$ cat src/rtl/thermo_dac_driver.sv
// Binary-to-thermometer DAC segment driver: accepts a target code and slews the
// segment array one step per STEP_DIV clocks until the applied level reaches it.
module thermo_dac_driver #(
  parameter int N        = 2,
  parameter int STEP_DIV = 1
) (
  input  logic             clk,
  input  logic             rst_n,
  input  logic [N-1:0]     code_in,
  input  logic             code_valid,
  output logic             code_ready,
  output logic [2**N-2:0]  therm_out,
  output logic [N-1:0]     level,
  output logic             busy,
  output logic             settled
);

  localparam int SEGS = 2**N - 1;
  localparam int DW   = (STEP_DIV > 1) ? $clog2(STEP_DIV) : 1;
  localparam logic [DW-1:0] DIV_LAST = DW'(STEP_DIV - 1);

  localparam logic [1:0] S_IDLE = 2'd0;
  localparam logic [1:0] S_UP   = 2'd1;
  localparam logic [1:0] S_DOWN = 2'd2;

  logic [1:0]      state_q, state_d;
  logic [N-1:0]    level_q, level_d;
  logic [N-1:0]    target_q, target_d;
  logic [DW-1:0]   div_q, div_d;
  logic            busy_q, busy_d;
  logic            ready_q, ready_d;
  logic            settled_q, settled_d;
  logic [SEGS-1:0] therm_q, therm_d;
  logic [N-1:0]    level_step;

  assign level_step = (state_q == S_UP) ? level_q + 1'b1 : level_q - 1'b1;

  always_comb begin
    state_d   = state_q;
    level_d   = level_q;
    target_d  = target_q;
    div_d     = div_q;
    busy_d    = busy_q;
    ready_d   = ready_q;
    settled_d = 1'b0;
    case (state_q)
      S_IDLE: begin
        if (code_valid && ready_q) begin
          if (code_in != level_q) begin
            target_d = code_in;
            div_d    = '0;
            busy_d   = 1'b1;
            ready_d  = 1'b0;
            state_d  = (code_in > level_q) ? S_UP : S_DOWN;
          end else begin
            settled_d = 1'b1;
          end
        end
      end
      S_UP, S_DOWN: begin
        if (div_q == DIV_LAST) begin
          div_d   = '0;
          level_d = level_step;
          // Stepping stops exactly at target, so level can never wrap.
          if (level_step == target_q) begin
            settled_d = 1'b1;
            busy_d    = 1'b0;
            ready_d   = 1'b1;
            state_d   = S_IDLE;
          end
        end else begin
          div_d = div_q + 1'b1;
        end
      end
      default: state_d = S_IDLE;
    endcase
  end

  // Segment i is on iff the next level exceeds i, so therm_out tracks level on the same edge.
  for (genvar gi = 0; gi < SEGS; gi++) begin : g_therm
    localparam logic [N-1:0] IDX = N'(gi);
    assign therm_d[gi] = (level_d > IDX);
  end

  always_ff @(posedge clk) begin
    if (!rst_n) begin
      state_q   <= S_IDLE;
      level_q   <= '0;
      target_q  <= '0;
      div_q     <= '0;
      busy_q    <= 1'b0;
      ready_q   <= 1'b1;
      settled_q <= 1'b0;
      therm_q   <= '0;
    end else begin
      state_q   <= state_d;
      level_q   <= level_d;
      target_q  <= target_d;
      div_q     <= div_d;
      busy_q    <= busy_d;
      ready_q   <= ready_d;
      settled_q <= settled_d;
      therm_q   <= therm_d;
    end
  end

  assign code_ready = ready_q;
  assign therm_out  = therm_q;
  assign level      = level_q;
  assign busy       = busy_q;
  assign settled    = settled_q;

endmodule
$ cat config.mk
export PLATFORM = sky130hd
export DESIGN_NAME = thermo_dac_driver
export DESIGN_NICKNAME = d
export VERILOG_FILES = /design/src/rtl/thermo_dac_driver.sv
export SDC_FILE = /design/constraint.sdc
export NUM_CORES = 1
export LEC_CHECK = 0
export BUFFER_PORTS_ARGS = -buffer_cell sky130_fd_sc_hd__buf_2
export CORE_UTILIZATION = 30
export CTS_CLUSTER_DIAMETER = 50
export DETAILED_ROUTE_END_ITERATION = 8
export PLACE_DENSITY_LB_ADDON = 0.15
export SLEW_MARGIN = 30
export SYNTH_ARGS = -nofsm -noshare
export SYNTH_HDL_FRONTEND = slang
export SYNTH_SLANG_ARGS = --single-unit
export TNS_END_PERCENT = 10
$ cat constraint.sdc
create_clock -name clk -period 2.05 [get_ports clk]
set_clock_uncertainty 0.05 [all_clocks]
set_input_delay 0.41 -clock clk [delete_from_list [all_inputs] [get_ports clk]]
set_output_delay 0.41 -clock clk [all_outputs]
set_load 0.05 [all_outputs]
==> flow_summary.yaml, run 1 <==
status:
  status: "completed"
power:
  p_per_area_nw_per_um2: 1870
  p_leak_nw: 0.331
  ir_drop_uv: 750
logic_synthesis:
  ys_types: 27
  syn_area_um2: 608
  yosysSeqAreaShare: 0.362
  syn_inst: 64
  synth-edff-count: 0
  synth-async-reset-ratio: 0
  syn_area_per_cell_um2: 9.50
  ys_ff_latch: 11
  syn-num-nets: 74
  synth_ff_type: "dfxtp_1"
  yosysWarnings: 0
sta:
  report.final.slew_viol_count: 0
  max_freq_mhz: 554
  min_period_ns: 1.80
  fin_crit_sh: 0.880
  hold_viol: 0
  slew_headroom: 0.740
  setup_tns_ns: 0
  rsz0062_at_grt: "no"
  worstMarginPinSlew_ns: 0.387
  setup_viol: 0
  holdWs_ns: 0.336
setup_path:
  reg2reg_slack_ns: 0.25
  r2r-start: "state_q[1]"
  reg2reg_depth: 6
  end_kind: "flip-flop"
  crit_required_ns: 2.18
  rr_endpoint: "state_q[1]"
  critPathCapture: "state_q[1]"
  arrival_ns: 1.93
  critPathKind: "reg2reg"
  crit_path_max_fanout: 5
  crit_start: "state_q[1]"
  crit_path_start_kind: "flip-flop"
cts:
  cts.sinks: 11
  clock_latency_ns: 0.27
  cts_buffer_depth: 2
  cts_root_buf: "clkbuf_4"
  clkSlewWorstSetupHoldPaths_ns: 0.07
  cts_tree: "yes"
  cts_setup_buffers: 0
  cts.repair.resized: 0
  htree_levels: 1
  cts_hold_buffers: 0
  cts_buffers: 3
die:
  row_count: 15
  die-height_um: 47.0
  start_util: 0.334
  die_w_um: 47.0
  core_area_um2: 1820
  die-area_um2: 2210
  io_pins: 13
global_route:
  antenna_found_initial: 0
  grt_first_pass_wirelength_mm: 1.79
  gr-usage-all-layers: 0.124
  overflow: 0
  grt_pass1_vias: 407
  grt_max_degree: 10
detailed_routing:
  wl_mm: 1.17
  vias: 478
  first_iter_violations: 2
  ant_nets: 0
  post-route-drc-count: 0
  via_per_inst: 4.60
  post_drt_wl_per_cell_um: 11.2
  first_pass_iters: 4
final_layout:
  final_common_cell: "buf_2"
  final_cell_mix: "buf_2, dfxtp_1, inv_1, nand2_1, ha_1"
  area_growth_pct: 18.1
  layout-drive-gt1-share: 0.266
  antenna_cells: 0
  fin_nets: 90
hold_path:
  hold_path.class: "in2reg"
placement:
  io_buffers: 12
  hpwlAfterDp_um: 939
  globalplace.congestion: 0.754
run:
  drv_cap: 0
==> cell usage after synthesis (2+ instances only) <==
library cell | number | area (um^2)
inv_1 | 7 | 26.3
nor2_1 | 3 | 11.3
xor2_1 | 2 | 17.5
o21a_1 | 4 | 30.0
nand2b_1 | 3 | 18.8
a21oi_1 | 3 | 15.0
dfxtp_1 | 11 | 220
nand2_1 | 7 | 26.3
and2_1 | 2 | 12.5
ha_1 | 5 | 62.6
==> critical path, cell delays in order (launching register included) <==
cell and delay (ns):
dfxtp_1 0.33, inv_1 0.07, ha_1 0.22, xnor3_2 0.40, mux2i_4 0.22, o21a_1 0.20, o32ai_1 0.22
==> metal layers <==
layer,vias up,part of all wire,global-route usage
met5,-,0,0
met4,0,0.019,0.0857
met3,4,0.026,0.0231
met2,8,0.44,0.178
met1,219,0.52,0.168
li1,247,-,-
==> through the flow <==
step	total power (W)	cells	util	setup WS, ns	cell area (um^2)
floorplan	0.00107	64	-	0.106	608
global placement	0.00121	100	0.380	0.303	692
detailed placement	0.00121	100	0.380	0.248	692
CTS	0.00136	104	0.395	0.232	718
global route	0.00146	104	0.395	0.159	718
finish	0.00135	104	0.395	0.247	718
==> cell families after synthesis <==
kind of cell	synth area share
AOI/OAI and AO/OA	0.210
DFF	0.362
xor gates and xnor gates	0.0823
buffers and inverters	0.0556
muxes	0.0370
adders and majority gates	0.103
and+or+nand+nor	0.150
==> flip-flops by register name (all words and copies together) (netlist names) <==
register    flops
therm_out       2
state_q         2
settled         1
busy            1
target_q        2
level           2
code_ready      1
==> report_power, final <==
part | internal [W] | switching, W
Sequential | 0.000291 | 0.0000569
Combinational | 0.000319 | 0.000528
Clock | 0.0000753 | 0.0000750
Total | 0.000685 | 0.000660
==> layout make-up <==
class / count / area (um^2)
flip-flops and latches: 11 / 220
repair buffers: 12 / 60.1
fillers: 197 / 1100
multi-input cells: 45 / 354
clock buffers: 4 / 26.3
well taps: 25 / 31.3
inverters: 7 / 26.3
==> how the worst min path moves through the flow <==
stage             endpoint  cells past startpoint  slack [ns]   startpoint
2_1_floorplan  target_q[1]                      2        0.39  target_q[1]
3_3_place_gp   target_q[1]                      2        0.40  target_q[1]
3_5_place_dp   target_q[1]                      2        0.40  target_q[1]
4_1_cts        target_q[0]                      3        0.33   code_in[0]
5_1_grt        target_q[1]                      3        0.34   code_in[1]
6_report       target_q[0]                      3        0.34   code_in[0]
Note: power is estimated with default switching activity, not from simulation.
==> run 2: changes to the inputs <==
CORE_AREA = 2 2 39 41   (was not set)
CORE_UTILIZATION = not set   (was 30)
CTS_BUF_LIST = sky130_fd_sc_hd__clkbuf_8 sky130_fd_sc_hd__clkbuf_16   (was not set)
DIE_AREA = 0 0 41 43   (was not set)
==> run 2 against run 1 <==
  * Clock power up 43%
  * Hold slack better by 0.027 ns
  * Sequential power about the same
  * Combinational power about the same
  * Sequential cell count unchanged
  * First-iteration DRC count rose to 4.5 times the previous value
  * Global-route usage up 4.2 points
  * Cell count down 8.7%
  * Sequential share of layout area down 0.32 points
  * Non-clock buffer count unchanged
  * Setup slack better by 0.028 ns
  * Die area down 20%
  * Largest power group unchanged
==> flow_summary.yaml, run 2 (synthesis gave the netlist of run 1 again) <==
setup_path:
  reg2reg_depth: 6
  crit_path_start_kind: "flip-flop"
  arrival_ns: 1.87
  crit_start: "state_q[1]"
  critPathKind: "reg2reg"
  crit_required_ns: 2.15
  rr_endpoint: "state_q[1]"
  reg2reg_slack_ns: 0.27
  r2r-start: "state_q[1]"
  end_kind: "flip-flop"
  crit_path_max_fanout: 5
  critPathCapture: "state_q[1]"
cts:
  clock_latency_ns: 0.24
  cts_tree: "yes"
  cts.sinks: 11
  cts_setup_buffers: 0
  cts_buffer_depth: 2
  cts_root_buf: "clkbuf_8"
  cts_hold_buffers: 0
  cts.repair.resized: 0
  cts_buffers: 3
  clkSlewWorstSetupHoldPaths_ns: 0.05
  htree_levels: 1
die:
  io_pins: 13
  row_count: 14
  die-height_um: 43
  core_area_um2: 1380
  die_w_um: 41
  die-area_um2: 1760
  start_util: 0.439
placement:
  io_buffers: 12
  dp_slack_ns: 0.272
  placed_cells: 91
  hpwlAfterDp_um: 852
  globalplace.congestion: 0.808
global_route:
  grt_pass1_vias: 437
  overflow: 0
  grt_first_pass_wirelength_mm: 1.89
  gr-usage-all-layers: 0.166
  grt_max_degree: 10
  antenna_found_initial: 0
detailed_routing:
  wl_mm: 1.11
  vias: 474
  first_pass_iters: 4
  via_per_inst: 4.99
  first_iter_violations: 9
  post-route-drc-count: 0
  post_drt_wl_per_cell_um: 11.7
  ant_nets: 0
hold_path:
  hold_path.class: "in2reg"
sta:
  slew_headroom: 0.709
  holdWs_ns: 0.362
  setup_ws_ns: 0.275
  worstMarginPinSlew_ns: 0.432
  setup_tns_ns: 0
  fin_crit_sh: 0.866
  setup_viol: 0
  min_period_ns: 1.78
  rsz0062_at_grt: "no"
  hold_viol: 0
  report.final.slew_viol_count: 0
  max_freq_mhz: 563
final_layout:
  fillCellCount: 147
  final_cell_mix: "buf_2, dfxtp_1, inv_1"
  register_area_um2: 220
  multi_input_area_um2: 354
  layout-drive-gt1-share: 0.266
  final_common_cell: "buf_2"
  stdcell_count: 95
  area_growth_pct: 19.3
  antenna_cells: 0
  fin_nets: 90
run:
  drv_cap: 0
power:
  p_leak_nw: 0.343
  ir_drop_uv: 788
  p_total_w: 0.00141
  p_per_area_nw_per_um2: 1940
status:
  status: "completed"
==> run 2: cell types whose count changed in the layout (fill, tap and decap cells not counted) <==
cell	previous run	this run
clkbuf_4	3	0
clkbuf_8	0	3
clkbuf_1	1	0
inv_1	7	8
==> run 2: metrics by stage <==
step                area [um^2]  utilization
floorplan                   608            -
global placement            681        0.492
detailed placement          681        0.492
CTS                         726        0.524
global route                726        0.524
finish                      726        0.524
==> run 2: metal layers <==
layer / vias to the layer above / track usage / share of wire
met4: 0 / 0.100 / 0.021
met5: - / 0 / 0
met2: 9 / 0.216 / 0.43
li1: 244 / - / -
met3: 3 / 0.0628 / 0.041
met1: 218 / 0.225 / 0.50
==> run 2: worst max-delay path, cell delays in order (launching register included) <==
cell and delay [ns]:
dfxtp_1 0.33, inv_1 0.07, ha_1 0.22, xnor3_2 0.40, mux2i_4 0.22, o21a_1 0.20
o32ai_1 0.20
==> run 2: worst min path at each step <==
stage / end / cells past startpoint / startpoint / slack (ns)
floorplan: target_q[1] / 2 / target_q[1] / 0.39
global placement: target_q[1] / 2 / target_q[1] / 0.41
detailed placement: target_q[1] / 2 / target_q[1] / 0.41
CTS: target_q[0] / 3 / code_in[0] / 0.36
global route: target_q[1] / 3 / code_in[1] / 0.38
finish: target_q[0] / 3 / code_in[0] / 0.36
==> run 2: report_power, final <==
part           switching [W]  internal [W]
Clock              0.0000837      0.000132
Combinational       0.000529      0.000319
Sequential         0.0000541      0.000291
==> run 2: area by class of cell <==
| cell class | instances | share of cell area |
|---|---|---|
| clock inverters | 1 | 0.00517 |
| well taps | 16 | 0.0276 |
| multi-input cells | 45 | 0.488 |
| repair buffers | 12 | 0.0828 |
| flip-flops and latches | 11 | 0.303 |
| inverters | 7 | 0.0362 |
| clock buffers | 3 | 0.0569 |
